**src/rtl/vscale_htif_host_pkg.sv**
```systemverilog
// Shared definitions for the host-side HTIF master.
// Holds the CSR/PCR widths, the default tohost CSR address, the poll timer
// width and the FSM state type used by vscale_htif_host.
package vscale_htif_host_pkg;

  localparam int CSR_ADDR_WIDTH   = 12;
  localparam int HTIF_PCR_WIDTH   = 64;
  localparam int POLL_TIMER_WIDTH = 16;

  localparam logic [CSR_ADDR_WIDTH-1:0] HTIF_TOHOST_ADDR = 12'h780;

  // H_* = host transaction, P_* = tohost poll read, C_* = tohost clear write
  typedef enum logic [2:0] {
    ST_IDLE   = 3'd0,
    ST_H_REQ  = 3'd1,
    ST_H_RESP = 3'd2,
    ST_H_RET  = 3'd3,
    ST_P_REQ  = 3'd4,
    ST_P_RESP = 3'd5,
    ST_C_REQ  = 3'd6,
    ST_C_RESP = 3'd7
  } htif_state_e;

endpackage

```
**src/rtl/vscale_htif_poll_timer.sv**
```systemverilog
// Background tohost poll interval timer.
// Down-counter that starts at POLL_INTERVAL-1, decrements while enabled and
// saturates at zero; zero means a poll is due. Load has priority over enable.
// Ports:
//   hclk, hresetn : clock, asynchronous active-low reset
//   load          : reload POLL_INTERVAL-1
//   en            : decrement (when not already zero)
//   due           : counter is zero
module vscale_htif_poll_timer
  import vscale_htif_host_pkg::*;
#(
  parameter int unsigned POLL_INTERVAL = 64
) (
  input  logic hclk,
  input  logic hresetn,
  input  logic load,
  input  logic en,
  output logic due
);

  localparam logic [POLL_TIMER_WIDTH-1:0] RELOAD = POLL_TIMER_WIDTH'(POLL_INTERVAL - 1);

  logic [POLL_TIMER_WIDTH-1:0] count;

  always_ff @(posedge hclk or negedge hresetn) begin
    if (!hresetn) begin
      count <= RELOAD;
    end else if (load) begin
      count <= RELOAD;
    end else if (en && (count != '0)) begin
      count <= count - POLL_TIMER_WIDTH'(1);
    end
  end

  assign due = (count == '0);

endmodule

```
**src/rtl/vscale_htif_host.sv**
```systemverilog
// Host-side HTIF master driving the PCR request/response port.
// Serialises host CSR read/write commands onto the PCR channel (one
// outstanding transaction), and in the background polls the tohost CSR,
// latches test completion on the first nonzero value and clears tohost.
// Ports:
//   hclk, hresetn            : clock, asynchronous active-low reset
//   poll_en                  : enable background tohost polling
//   host_cmd_*               : host command (valid/ready, rw, addr, data)
//   host_resp_*              : host response (valid/ready, data)
//   htif_pcr_req_*           : PCR request (valid/ready, rw, addr, data)
//   htif_pcr_resp_*          : PCR response (valid/ready, data)
//   test_done/pass/code      : sticky test completion result
module vscale_htif_host
  import vscale_htif_host_pkg::*;
#(
  parameter int unsigned                POLL_INTERVAL = 64,
  parameter logic [CSR_ADDR_WIDTH-1:0]  TOHOST_ADDR   = HTIF_TOHOST_ADDR
) (
  input  logic                      hclk,
  input  logic                      hresetn,
  input  logic                      poll_en,
  input  logic                      host_cmd_valid,
  output logic                      host_cmd_ready,
  input  logic                      host_cmd_rw,
  input  logic [CSR_ADDR_WIDTH-1:0] host_cmd_addr,
  input  logic [HTIF_PCR_WIDTH-1:0] host_cmd_data,
  output logic                      host_resp_valid,
  input  logic                      host_resp_ready,
  output logic [HTIF_PCR_WIDTH-1:0] host_resp_data,
  output logic                      htif_pcr_req_valid,
  input  logic                      htif_pcr_req_ready,
  output logic                      htif_pcr_req_rw,
  output logic [CSR_ADDR_WIDTH-1:0] htif_pcr_req_addr,
  output logic [HTIF_PCR_WIDTH-1:0] htif_pcr_req_data,
  input  logic                      htif_pcr_resp_valid,
  output logic                      htif_pcr_resp_ready,
  input  logic [HTIF_PCR_WIDTH-1:0] htif_pcr_resp_data,
  output logic                      test_done,
  output logic                      test_pass,
  output logic [30:0]               test_code
);

  htif_state_e state, state_next;

  logic                      cmd_rw_q;
  logic [CSR_ADDR_WIDTH-1:0] cmd_addr_q;
  logic [HTIF_PCR_WIDTH-1:0] cmd_data_q;
  logic [HTIF_PCR_WIDTH-1:0] resp_q;
  logic                      done_q;
  logic                      pass_q;
  logic [30:0]               code_q;

  logic cmd_take;
  logic host_resp_take;
  logic poll_zero;
  logic poll_hit;
  logic poll_due;
  logic timer_load;
  logic timer_en;

  // Dropping poll_en rearms a full interval; an in-flight poll/clear still
  // finishes because the FSM only consults poll_en in IDLE.
  assign timer_load = poll_zero | ~poll_en;
  assign timer_en   = (state == ST_IDLE) & poll_en & ~done_q;

  vscale_htif_poll_timer #(
    .POLL_INTERVAL(POLL_INTERVAL)
  ) u_poll_timer (
    .hclk    (hclk),
    .hresetn (hresetn),
    .load    (timer_load),
    .en      (timer_en),
    .due     (poll_due)
  );

  always_ff @(posedge hclk or negedge hresetn) begin
    if (!hresetn) begin
      state <= ST_IDLE;
    end else begin
      state <= state_next;
    end
  end

  // Host commands take priority over a due poll; the poll stays pending
  // because the timer holds at zero until a zero-result poll reloads it.
  always_comb begin
    state_next     = state;
    cmd_take       = 1'b0;
    host_resp_take = 1'b0;
    poll_zero      = 1'b0;
    poll_hit       = 1'b0;
    case (state)
      ST_IDLE: begin
        if (host_cmd_valid) begin
          cmd_take   = 1'b1;
          state_next = ST_H_REQ;
        end else if (poll_due && poll_en && !done_q) begin
          state_next = ST_P_REQ;
        end
      end
      ST_H_REQ:  if (htif_pcr_req_ready) state_next = ST_H_RESP;
      ST_H_RESP: begin
        if (htif_pcr_resp_valid) begin
          host_resp_take = 1'b1;
          state_next     = ST_H_RET;
        end
      end
      ST_H_RET:  if (host_resp_ready) state_next = ST_IDLE;
      ST_P_REQ:  if (htif_pcr_req_ready) state_next = ST_P_RESP;
      ST_P_RESP: begin
        if (htif_pcr_resp_valid) begin
          if (htif_pcr_resp_data[31:0] == '0) begin
            poll_zero  = 1'b1;
            state_next = ST_IDLE;
          end else begin
            poll_hit   = 1'b1;
            state_next = ST_C_REQ;
          end
        end
      end
      ST_C_REQ:  if (htif_pcr_req_ready) state_next = ST_C_RESP;
      ST_C_RESP: if (htif_pcr_resp_valid) state_next = ST_IDLE;
      default:   state_next = ST_IDLE;
    endcase
  end

  always_ff @(posedge hclk or negedge hresetn) begin
    if (!hresetn) begin
      cmd_rw_q   <= 1'b0;
      cmd_addr_q <= '0;
      cmd_data_q <= '0;
    end else if (cmd_take) begin
      cmd_rw_q   <= host_cmd_rw;
      cmd_addr_q <= host_cmd_addr;
      cmd_data_q <= host_cmd_data;
    end
  end

  always_ff @(posedge hclk or negedge hresetn) begin
    if (!hresetn) begin
      resp_q <= '0;
    end else if (host_resp_take) begin
      resp_q <= htif_pcr_resp_data;
    end
  end

  always_ff @(posedge hclk or negedge hresetn) begin
    if (!hresetn) begin
      done_q <= 1'b0;
      pass_q <= 1'b0;
      code_q <= '0;
    end else if (poll_hit) begin
      done_q <= 1'b1;
      pass_q <= (htif_pcr_resp_data[31:0] == 32'd1);
      code_q <= htif_pcr_resp_data[31:1];
    end
  end

  // All handshake outputs decode from state alone, so no valid->ready path.
  always_comb begin
    host_cmd_ready      = (state == ST_IDLE);
    host_resp_valid     = (state == ST_H_RET);
    htif_pcr_req_valid  = 1'b0;
    htif_pcr_req_rw     = 1'b0;
    htif_pcr_req_addr   = '0;
    htif_pcr_req_data   = '0;
    htif_pcr_resp_ready = 1'b0;
    case (state)
      ST_H_REQ: begin
        htif_pcr_req_valid = 1'b1;
        htif_pcr_req_rw    = cmd_rw_q;
        htif_pcr_req_addr  = cmd_addr_q;
        htif_pcr_req_data  = cmd_data_q;
      end
      ST_P_REQ: begin
        htif_pcr_req_valid = 1'b1;
        htif_pcr_req_addr  = TOHOST_ADDR;
      end
      ST_C_REQ: begin
        htif_pcr_req_valid = 1'b1;
        htif_pcr_req_rw    = 1'b1;
        htif_pcr_req_addr  = TOHOST_ADDR;
      end
      ST_H_RESP, ST_P_RESP, ST_C_RESP: htif_pcr_resp_ready = 1'b1;
      default: ;
    endcase
  end

  assign host_resp_data = resp_q;
  assign test_done      = done_q;
  assign test_pass      = pass_q;
  assign test_code      = code_q;

endmodule

```
**config.mk**
```make
export PLATFORM = sky130hd
export DESIGN_NAME = vscale_htif_host
export DESIGN_NICKNAME = d
export VERILOG_FILES = /design/src/rtl/vscale_htif_host_pkg.sv /design/src/rtl/vscale_htif_poll_timer.sv /design/src/rtl/vscale_htif_host.sv
export SDC_FILE = /design/constraint.sdc
export NUM_CORES = 1
export LEC_CHECK = 0
export BUFFER_PORTS_ARGS = -buffer_cell sky130_fd_sc_hd__buf_2
export CORE_ASPECT_RATIO = 0.75
export CORE_MARGIN = 4
export CORE_UTILIZATION = 35
export DETAILED_ROUTE_END_ITERATION = 8
export HOLD_SLACK_MARGIN = 0.08
export PLACE_DENSITY = 0.71
export SLEW_MARGIN = 20
export SYNTH_ARGS = -nofsm -noshare
export SYNTH_HDL_FRONTEND = slang
export SYNTH_HIERARCHICAL = 1
export SYNTH_SLANG_ARGS = --single-unit
```
**constraint.sdc**
```tcl
create_clock -name hclk -period 3.6 [get_ports hclk]
set_input_delay 0.54 -clock hclk [delete_from_list [all_inputs] [get_ports hclk]]
set_output_delay 0.54 -clock hclk [all_outputs]
set_load 0.02 [all_outputs]
```
==> metrics.csv, run 1 <==
stage,metric,value,unit
clock_tree,CTS Buf Count,17,
sta,Setup TNS,0,ps
clock_tree,Clock Latency Late Sink,440,ps
floorplanning,Die Width,187,um
final_layout,Final #Nets,1071,
logic_synthesis,synthesized area per cell,14.1,um2
grt,first-pass GRT wire length,34400,um
placement,placed cell area,10400,um2
placement,DP Cell Count,1203,
logic_synthesis,Cells after Synth,601,
power_and_ir_drop,Net Switching,3.61,mW
floorplanning,IO Count,326,
clock_tree,clock tree sinks,193,
grt,gr busiest metal,met2,
clock_tree,Max H-tree Level,4,
min_path,Hold Path Class,in2async,
logic_synthesis,Syn Nets,750,
grt,met3 Resource Use GR,0.0726,
route,Final Routed Wirelength,21700,um
setup_path,worst setup path class,reg2out,
floorplanning,core area,23400,um2
floorplanning,die area,26700,um2
route,"antenna viol nets, final",0,
power_and_ir_drop,Net Sw Frac,0.381,
sta,Clock Skews,11.2,ps
logic_synthesis,Post-synth EDFFs,0,
grt,met2 Usage GRT,0.254,
final_layout,final non-filler cell total,1235,
grt,pin count of the biggest net entering global routing,93,
power_and_ir_drop,Cell Int Power,5.86,mW
setup_path,CP startpoint kind,flip-flop,
sta,Worst slew margin,0.484,
final_layout,area growth from synthesis to layout,29.5,%
power_and_ir_drop,Peak VDD IR,0.531,mV
setup_path,crit-path max FO,78,
clock_tree,hold buffers post-CTS,0,
clock_tree,post-CTS setup buffers,0,
power_and_ir_drop,sequential share of power,0.392,
logic_synthesis,main flop type after synthesis,dfrtp_1,
route,DRC viols,0,
placement,GPL Wtd Cong,0.837,
sta,# setup viols final,0,
floorplanning,site row count,48,
grt,gr usage total,0.161,
final_layout,"commonest non-fill, non-tap cells in the layout","buf_2, dfrtp_1, mux2_2, and2_1, clkbuf_16",
flow_run,number of max-cap violations,0,
route,wire per inst,17.6,um
sta,"Slew Viols, Final",0,
setup_path,endpoint class of the critical path,output pin,
floorplanning,initial core utilization,0.362,
clock_tree,CTS Root Buffer Type,clkbuf_16,
logic_synthesis,warnings from Yosys,6,
sta,worst slew pin tran,773,ps
logic_synthesis,unique cell type count in the Yosys netlist,61,
sta,f_max,357,MHz
sta,Final Critical Period,2800,ps
logic_synthesis,sequential area share after synthesis,0.573,
route,1st-pass router iterations,4,
final_layout,fin area,10900,um2
grt,M1 GR Usage,0.202,
clock_tree,Worst-path clk slew,80,ps
power_and_ir_drop,pwr/cell area,866,nW/um2
placement,hpwl dp,15900,um
outcome,outcome,finished clean,
sta,RSZ-0062 raised after global routing,false,
clock_tree,post-cts resize count,0,
logic_synthesis,"flops & latches, synth",193,
clock_tree,Max clock buf depth,2,
sta,Hold Fails Final Rpt,0,
placement,Port Buf Inserts,325,
power_and_ir_drop,Clk pwr share,0.196,
logic_synthesis,ys async rst share,1.00,
final_layout,"most common cell after layout, fill and taps aside",buf_2,
setup_path,CP Data Required Time,3060,ps
logic_synthesis,post-synthesis instance area,8450,um2
power_and_ir_drop,Comb pwr share,0.412,
grt,initial antenna violation count,2,
final_layout,share of cells above drive strength 1,0.593,
grt,vias in the first global route,6416,
floorplanning,DIE HEIGHT,143,um
power_and_ir_drop,P_leak,5.35,nW
route,initial drt markers,260,
route,Vias,5959,
setup_path,Worst Path Arrival,2260,ps
sta,minimum hold slack,164,ps
clock_tree,CTS tree,built,
route,vias per inst,4.83,
grt,total global routing overflow,0,
sta,crit share post-route,0.779,
==> sequential cells by signal, summed over array words and instances (netlist names) <==
register / cells
cmd_addr_q: 12
cmd_data_q: 64
cmd_rw_q: 1
host_resp_data: 64
state: 3
test_code: 31
test_done: 1
test_pass: 1
u_poll_timer/count: 16
==> metal layers <==
metal,routed length (um),up-vias,part of all wire
met5,19,-,0.00087
met2,9680,252,0.45
met1,9490,2886,0.44
li1,-,2791,-
met3,2180,28,0.10
met4,358,2,0.016
==> metrics by stage <==
| step | worst slack, ps | utilization | total power, mW |
|---|---|---|---|
| 6_report | 796 | 0.468 | 9.47 |
| 3_5_place_dp | 789 | 0.443 | 7.72 |
| 5_1_grt | 614 | 0.468 | 10.1 |
| 4_1_cts | 715 | 0.468 | 9.63 |
| 3_3_place_gp | 875 | 0.443 | 7.62 |
| 2_1_floorplan | 997 | - | 6.34 |
==> cells by family (layout without fill, tap and decap cells) <==
group	count (synthesis)	in the layout	share of synthesized area
DFF	193	193	0.573
and+or+nand+nor	150	150	0.120
xor gates and xnor gates	1	1	0.00104
other	0	1	0
buffers and inverters	37	370	0.0292
muxes	174	174	0.238
adders and majority gates	1	1	0.00148
AOI/OAI and AO/OA	45	45	0.0384
==> worst max-delay path: stages (launching register included) <==
cell	delay, ps
dfrtp_1	560
nor3b_2	220
buf_4	560
and2_1	270
buf_2	210
==> cells in the mapped netlist, drive strengths merged, types with 2 or more instances <==
library cell / number / area, um2
a21o: 4 / 30.0
a21oi: 12 / 60.1
a22o: 3 / 27.5
a31o: 3 / 26.3
and2: 73 / 457
and4: 2 / 17.5
buf: 24 / 198
clkbuf: 7 / 26.3
dfrtp: 187 / 4680
dfstp: 6 / 158
inv: 6 / 22.5
mux2: 172 / 1970
nand2: 8 / 30.0
nand2b: 5 / 31.3
nand3: 3 / 15.0
nand3b: 2 / 15.0
nand4: 2 / 12.5
nor2: 8 / 32.5
nor2b: 3 / 18.8
nor3: 11 / 87.6
nor3b: 5 / 48.8
nor4: 11 / 81.3
o21ai: 8 / 40.0
o31ai: 5 / 51.3
or2: 3 / 18.8
or3: 4 / 26.3
or4: 5 / 41.3
==> final timing paths <==
path	startpoint	endpoint	slack (ps)	cells after the start
worst max-delay path	state[1]	htif_pcr_req_data[63]	800	4
worst min-delay path	hresetn	cmd_data_q[46]	160	1
max in group asynchronous	hresetn	test_code[27]	2580	2
min in group hclk	host_cmd_data[11]	cmd_data_q[11]	330	2
worst min register to register	cmd_data_q[45]	cmd_data_q[45]	500	1
worst max register to register	state[1]	u_poll_timer/count[13]	1000	6
==> power groups by stage <==
stage	registers [mW]	clock network, mW	logic [mW]
after floorplan	4.28	0	2.06
after global placement	3.71	0	3.91
after detailed placement	3.75	0	3.97
after CTS	3.72	1.93	3.98
after global routing	3.85	2.01	4.22
final	3.71	1.86	3.90
==> area by class of cell <==
class / count / area [um2]
tap: 300 / 375
clock inverter: 13 / 148
antenna: 1 / 2.50
timing repair buffer: 333 / 1750
multi-input combinational: 371 / 3380
inverter: 6 / 22.5
sequential: 193 / 4840
clock buffer: 18 / 429
fill: 2141 / 12400
Note: power is estimated with default switching activity, not from simulation.
==> inputs of run 2 (changes only) <==
--- a/config.mk
+++ b/config.mk
@@ -11,7 +11,7 @@
 export CORE_UTILIZATION = 35
 export DETAILED_ROUTE_END_ITERATION = 8
 export HOLD_SLACK_MARGIN = 0.08
-export PLACE_DENSITY = 0.71
+export PLACE_DENSITY = 0.73
 export SLEW_MARGIN = 20
 export SYNTH_ARGS = -nofsm -noshare
 export SYNTH_HDL_FRONTEND = slang
==> constraint.sdc (replaced) <==
create_clock -name hclk -period 2.31 [get_ports hclk]
set_input_delay 0.3465 -clock hclk [delete_from_list [all_inputs] [get_ports hclk]]
set_output_delay 0.3465 -clock hclk [all_outputs]
set_load 0.02 [all_outputs]
==> metrics.csv, run 2 (synthesized netlist as in run 1, its figures left out) <==
stage,metric,value,unit
flow_run,number of max-cap violations,0,
grt,pin count of the biggest net entering global routing,79,
grt,total global routing overflow,0,
sta,Hold Fails Final Rpt,0,
power_and_ir_drop,pwr/cell area,1360,nW/um2
grt,vias in the first global route,6441,
grt,gr busiest metal,met2,
power_and_ir_drop,Comb pwr share,0.439,
power_and_ir_drop,Peak VDD IR,0.796,mV
final_layout,share of cells above drive strength 1,0.614,
power_and_ir_drop,Net Switching,5.83,mW
placement,GPL Wtd Cong,0.818,
clock_tree,Max clock buf depth,2,
setup_path,Most common cell on crit path,buf_6,
power_and_ir_drop,Clk pwr share,0.195,
clock_tree,CTS Root Buffer Type,clkbuf_16,
sta,RSZ-0062 raised after global routing,true,
sta,f_max,436,MHz
final_layout,ANT cells,0,
clock_tree,clock tree sinks,193,
power_and_ir_drop,Cell Int Power,9.84,mW
floorplanning,die area,26700,um2
floorplanning,Die Width,187,um
floorplanning,core area,23400,um2
placement,Post-Place Setup Slack,-38.5,ps
floorplanning,IO Count,326,
sta,Worst slew margin,0.647,
grt,met2 Usage GRT,0.259,
sta,Setup TNS,0,ps
setup_path,CP startpoint kind,flip-flop,
min_path,Hold Path Class,in2reg,
power_and_ir_drop,sequential share of power,0.366,
sta,"Slew Viols, Final",0,
route,Final Routed Wirelength,23300,um
sta,worst slew pin tran,529,ps
grt,initial antenna violation count,1,
route,DRC viols,0,
final_layout,area growth from synthesis to layout,36.5,%
setup_path,worst setup path class,reg2out,
power_and_ir_drop,Net Sw Frac,0.372,
setup_path,crit-path max FO,10,
final_layout,fillcell total,2046,
clock_tree,Worst-path clk slew,80,ps
final_layout,"most common cell after layout, fill and taps aside",buf_2,
grt,gr usage total,0.162,
setup_path,worst path bufs/invs,4,
outcome,outcome,finished clean,
clock_tree,Clock Latency Late Sink,430,ps
placement,Port Buf Inserts,325,
setup_path,critical path cell sequence,buf_6 -> nor3b_4 -> buf_6 -> clkbuf_16 -> and2_1 -> buf_6,
placement,hpwl dp,16400,um
sta,final worst slack,17.0,ps
clock_tree,Max H-tree Level,4,
power_and_ir_drop,P_leak,5.61,nW
clock_tree,CTS tree,built,
setup_path,slowest cell on the critical path,dfrtp_1,
final_layout,"commonest non-fill, non-tap cells in the layout","buf_2, dfrtp_1, mux2_2, and2_1, buf_4",
setup_path,critical path's largest stage delay,420,ps
setup_path,endpoint class of the critical path,output pin,
floorplanning,initial core utilization,0.362,
power_and_ir_drop,Total Power,15.7,mW
route,Vias,6239,
floorplanning,DIE HEIGHT,143,um
floorplanning,site row count,48,
setup_path,CP Data Required Time,1960,ps
sta,crit share post-route,0.993,
grt,met3 Resource Use GR,0.0662,
route,1st-pass router iterations,4,
final_layout,Final #Nets,1107,
route,wire per inst,18.3,um
sta,Final Critical Period,2290,ps
sta,# setup viols final,0,
setup_path,Worst Path Arrival,1950,ps
sta,Clock Skews,8.99,ps
grt,M1 GR Usage,0.207,
route,vias per inst,4.91,
route,initial drt markers,215,
clock_tree,CTS Buf Count,17,
setup_path,Crit path max-delay family,buffers and inverters,
grt,first-pass GRT wire length,34700,um
route,"antenna viol nets, final",0,
==> run 2: cell types whose count changed in the layout (fill, tap and decap cells not counted), sizes merged <==
cell	previous run	this run
dlygate4sd3	0	1
clkinv	7	3
inv	11	14
bufinv	0	2
clkbuf	19	22
buf	332	364
diode	1	0
==> run 2: path summary, 6_finish.rpt <==
path,cells after the start,to,start,slack (ps)
max,6,htif_pcr_req_data[13],state[1],20
min,2,host_resp_data[32],htif_pcr_resp_data[32],140
max reg2reg,7,u_poll_timer/count[11],state[2],110
min reg2reg,1,cmd_data_q[12],cmd_data_q[12],500
max in group asynchronous,3,host_resp_data[26],hresetn,1110
min in group asynchronous,2,cmd_addr_q[11],hresetn,470
==> run 2: power groups by stage <==
stage | sequential, mW | combinational (mW) | clock (mW)
6_report | 5.74 | 6.88 | 3.05
5_1_grt | 5.94 | 7.38 | 3.26
4_1_cts | 5.75 | 6.46 | 3.12
3_5_place_dp | 5.78 | 6.43 | 0
3_3_place_gp | 5.72 | 6.32 | 0
2_1_floorplan | 6.67 | 3.23 | 0
==> run 2: layout make-up <==
class	count	area (um2)	area share
Clock buffer	18	429	0.0372
Clock inverter	14	169	0.0147
Inverter	6	22.5	0.00195
Multi-Input combinational cell	371	3410	0.296
Sequential cell	193	4840	0.420
Tap cell	300	375	0.0326
Timing Repair Buffer	369	2280	0.198
==> run 2: what timing repair did <==
item	CTS	global route
hold endpoints to repair	51	0
hold buffers	1	0
resized for setup	4	62
endpoints found under the setup margin	34	78
buffers inserted	0	6
pin swaps	1	1
gates cloned	0	5
==> run 2: stage by stage <==
| stage | hold WS, ps | cells | util | instance area (um2) |
|---|---|---|---|---|
| finish | 141 | 1271 | 0.493 | 11500 |
| global route | 117 | 1271 | 0.493 | 11500 |
| CTS | 115 | 1260 | 0.480 | 11200 |
| detailed placement | 372 | 1227 | 0.453 | 10600 |
| global placement | 376 | 1227 | 0.453 | 10600 |
| floorplan | 50.9 | 601 | - | 8460 |
==> run 2: routing by layer <==
metal	wire [um]	vias up
met4	262	0
met5	0	-
met1	9940	3095
li1	-	2862
met3	2030	19
met2	11100	263
==> run 2: worst register-to-register path: cells and delay by family (launching register included) <==
family | cells | cell delay (ps)
buf+inv | 1 | 150
compound gates | 1 | 160
flops | 1 | 400
simple gates | 5 | 1420
==> inputs of run 3 (changes only) <==
--- a/config.mk
+++ b/config.mk
@@ -6,7 +6,6 @@
 export NUM_CORES = 1
 export LEC_CHECK = 0
 export BUFFER_PORTS_ARGS = -buffer_cell sky130_fd_sc_hd__buf_2
-export CORE_ASPECT_RATIO = 0.75
 export CORE_MARGIN = 4
 export CORE_UTILIZATION = 35
 export DETAILED_ROUTE_END_ITERATION = 8
==> metrics.csv, run 3 (synthesized netlist as in run 1, its figures left out) <==
stage,metric,value,unit
clock_tree,CTS tree,built,
clock_tree,Max clock buf depth,2,
min_path,Worst Hold Path EP,host_resp_data[46],
setup_path,FF-to-FF End,u_poll_timer/count[11],
sta,Hold Fails Final Rpt,0,
final_layout,"commonest non-fill, non-tap cells in the layout","buf_2, dfrtp_1, mux2_2, and2_1, buf_4",
sta,Clock Skews,20.0,ps
flow_run,number of max-cap violations,0,
grt,gr usage total,0.164,
sta,Worst slew margin,0.668,
grt,pin count of the biggest net entering global routing,78,
setup_path,CP Data Required Time,1960,ps
route,DRC viols,0,
route,wire per inst,17.7,um
power_and_ir_drop,Peak VDD IR,0.783,mV
grt,total global routing overflow,0,
clock_tree,clock tree sinks,193,
placement,DP Cell Count,1244,
final_layout,final core utilization,0.485,
setup_path,endpoint class of the critical path,output pin,
placement,hpwl dp,16400,um
final_layout,share of cells above drive strength 1,0.610,
sta,Setup TNS,0,ps
min_path,HP Start,htif_pcr_resp_data[46],
floorplanning,site row count,56,
floorplanning,Die Width,163,um
min_path,Hold Path Class,in2reg,
floorplanning,initial core utilization,0.358,
route,Vias,6185,
sta,RSZ-0062 raised after global routing,true,
route,vias per inst,4.80,
setup_path,worst reg2reg path depth,7,
final_layout,Final #Nets,1105,
grt,initial antenna violation count,1,
sta,"Slew Viols, Final",0,
route,1st-pass router iterations,4,
clock_tree,CTS Root Buffer Type,clkbuf_16,
final_layout,area growth from synthesis to layout,35.6,%
grt,vias in the first global route,6593,
setup_path,crit-path max FO,19,
final_layout,fillcell total,2133,
sta,Final Critical Period,2240,ps
final_layout,Seq. cell area,4840,um2
sta,f_max,447,MHz
clock_tree,Worst-path clk slew,80,ps
floorplanning,die area,26700,um2
power_and_ir_drop,Total Power,15.4,mW
sta,# setup viols final,0,
clock_tree,Max H-tree Level,4,
outcome,outcome,finished clean,
final_layout,final non-filler cell total,1289,
grt,first-pass GRT wire length,34700,um
final_layout,"most common cell after layout, fill and taps aside",buf_2,
setup_path,worst setup path class,reg2out,
setup_path,reg2reg start,state[1],
route,initial drt markers,230,
setup_path,CP startpoint kind,flip-flop,
placement,GPL Wtd Cong,0.852,
floorplanning,core area,23600,um2
final_layout,area of the multi-input gates,3400,um2
route,Final Routed Wirelength,22800,um
route,"antenna viol nets, final",0,
min_path,cell count of the worst hold path,2,
floorplanning,IO Count,326,
sta,crit share post-route,0.969,
setup_path,Worst Path Arrival,1890,ps
power_and_ir_drop,P_leak,5.58,nW
sta,worst slew pin tran,498,ps
floorplanning,DIE HEIGHT,163,um
power_and_ir_drop,pwr/cell area,1350,nW/um2
clock_tree,Clock Latency Late Sink,430,ps
setup_path,worst reg-to-reg setup slack,130,ps
placement,Port Buf Inserts,325,
clock_tree,CTS Buf Count,17,
[run 3: cell types whose count changed in the layout (fill, tap and decap cells not counted), sizes merged]
cell	delta
diode	+1
bufinv	-2
clkbuf	-2
clkinv	+2
[run 3: worst max path at each step]
stage / cells past startpoint / end / startpoint / slack [ps]
finish: 6 / htif_pcr_req_valid / state[0] / 70
floorplan: 8 / u_poll_timer/count[11] / state[2] / 60
global placement: 7 / test_code[3] / htif_pcr_resp_data[5] / 70
global route: 6 / htif_pcr_req_valid / state[0] / -10
detailed placement: 7 / test_code[7] / htif_pcr_resp_data[5] / 4
CTS: 6 / htif_pcr_req_data[59] / state[1] / 0.5
[run 3: area by class of cell]
class,count,share of cell area
Sequential cell,193,0.422
Antenna cell,1,0.000218
Clock buffer,18,0.0383
Timing Repair Buffer,367,0.192
Clock inverter,14,0.0139
Tap cell,319,0.0348
Multi-Input combinational cell,371,0.297
Inverter,6,0.00197
[run 3: report_power, final]
part / total, mW / leakage [nW] / internal (mW) / switching, mW
clock network: 2.99 / 0.291 / 1.49 / 1.49
logic: 6.73 / 2.98 / 3.14 / 3.59
registers: 5.72 / 2.32 / 4.96 / 0.760
total: 15.4 / 5.58 / 9.59 / 5.84
[run 3: timing repair]
action | 4_1_cts | 5_1_grt
hold endpoints to repair | 53 | 0
gates cloned | 2 | 1
hold buffers | 1 | 0
setup endpoints to repair | 77 | 60
gates resized for setup | 14 | 19
setup buffers | 5 | 3
pin swaps | 1 | 2
[run 3: worst max-delay path, cell delays in order (launching register included)]
cell,delay [ps]
dfrtp_1,390
buf_6,150
nor3b_4,150
buf_4,160
buf_16,150
or2_2,300
buf_4,160
[run 3: stage by stage]
stage	setup WS [ps]	cell area (um2)	hold slack [ps]
2_1_floorplan	64.3	8460	50.9
3_3_place_gp	65.3	10600	368
3_5_place_dp	4.48	10600	372
4_1_cts	0.493	11400	112
5_1_grt	-13.4	11500	120
6_report	71.8	11500	136
[run 3: per-layer routing]
metal  GRT usage  vias up  share of wire
met3      0.0512       26          0.073
met4      0.0488        0          0.018
met1       0.200     3082           0.41
li1            -     2866              -
met5           0        -              0
met2       0.279      211           0.49
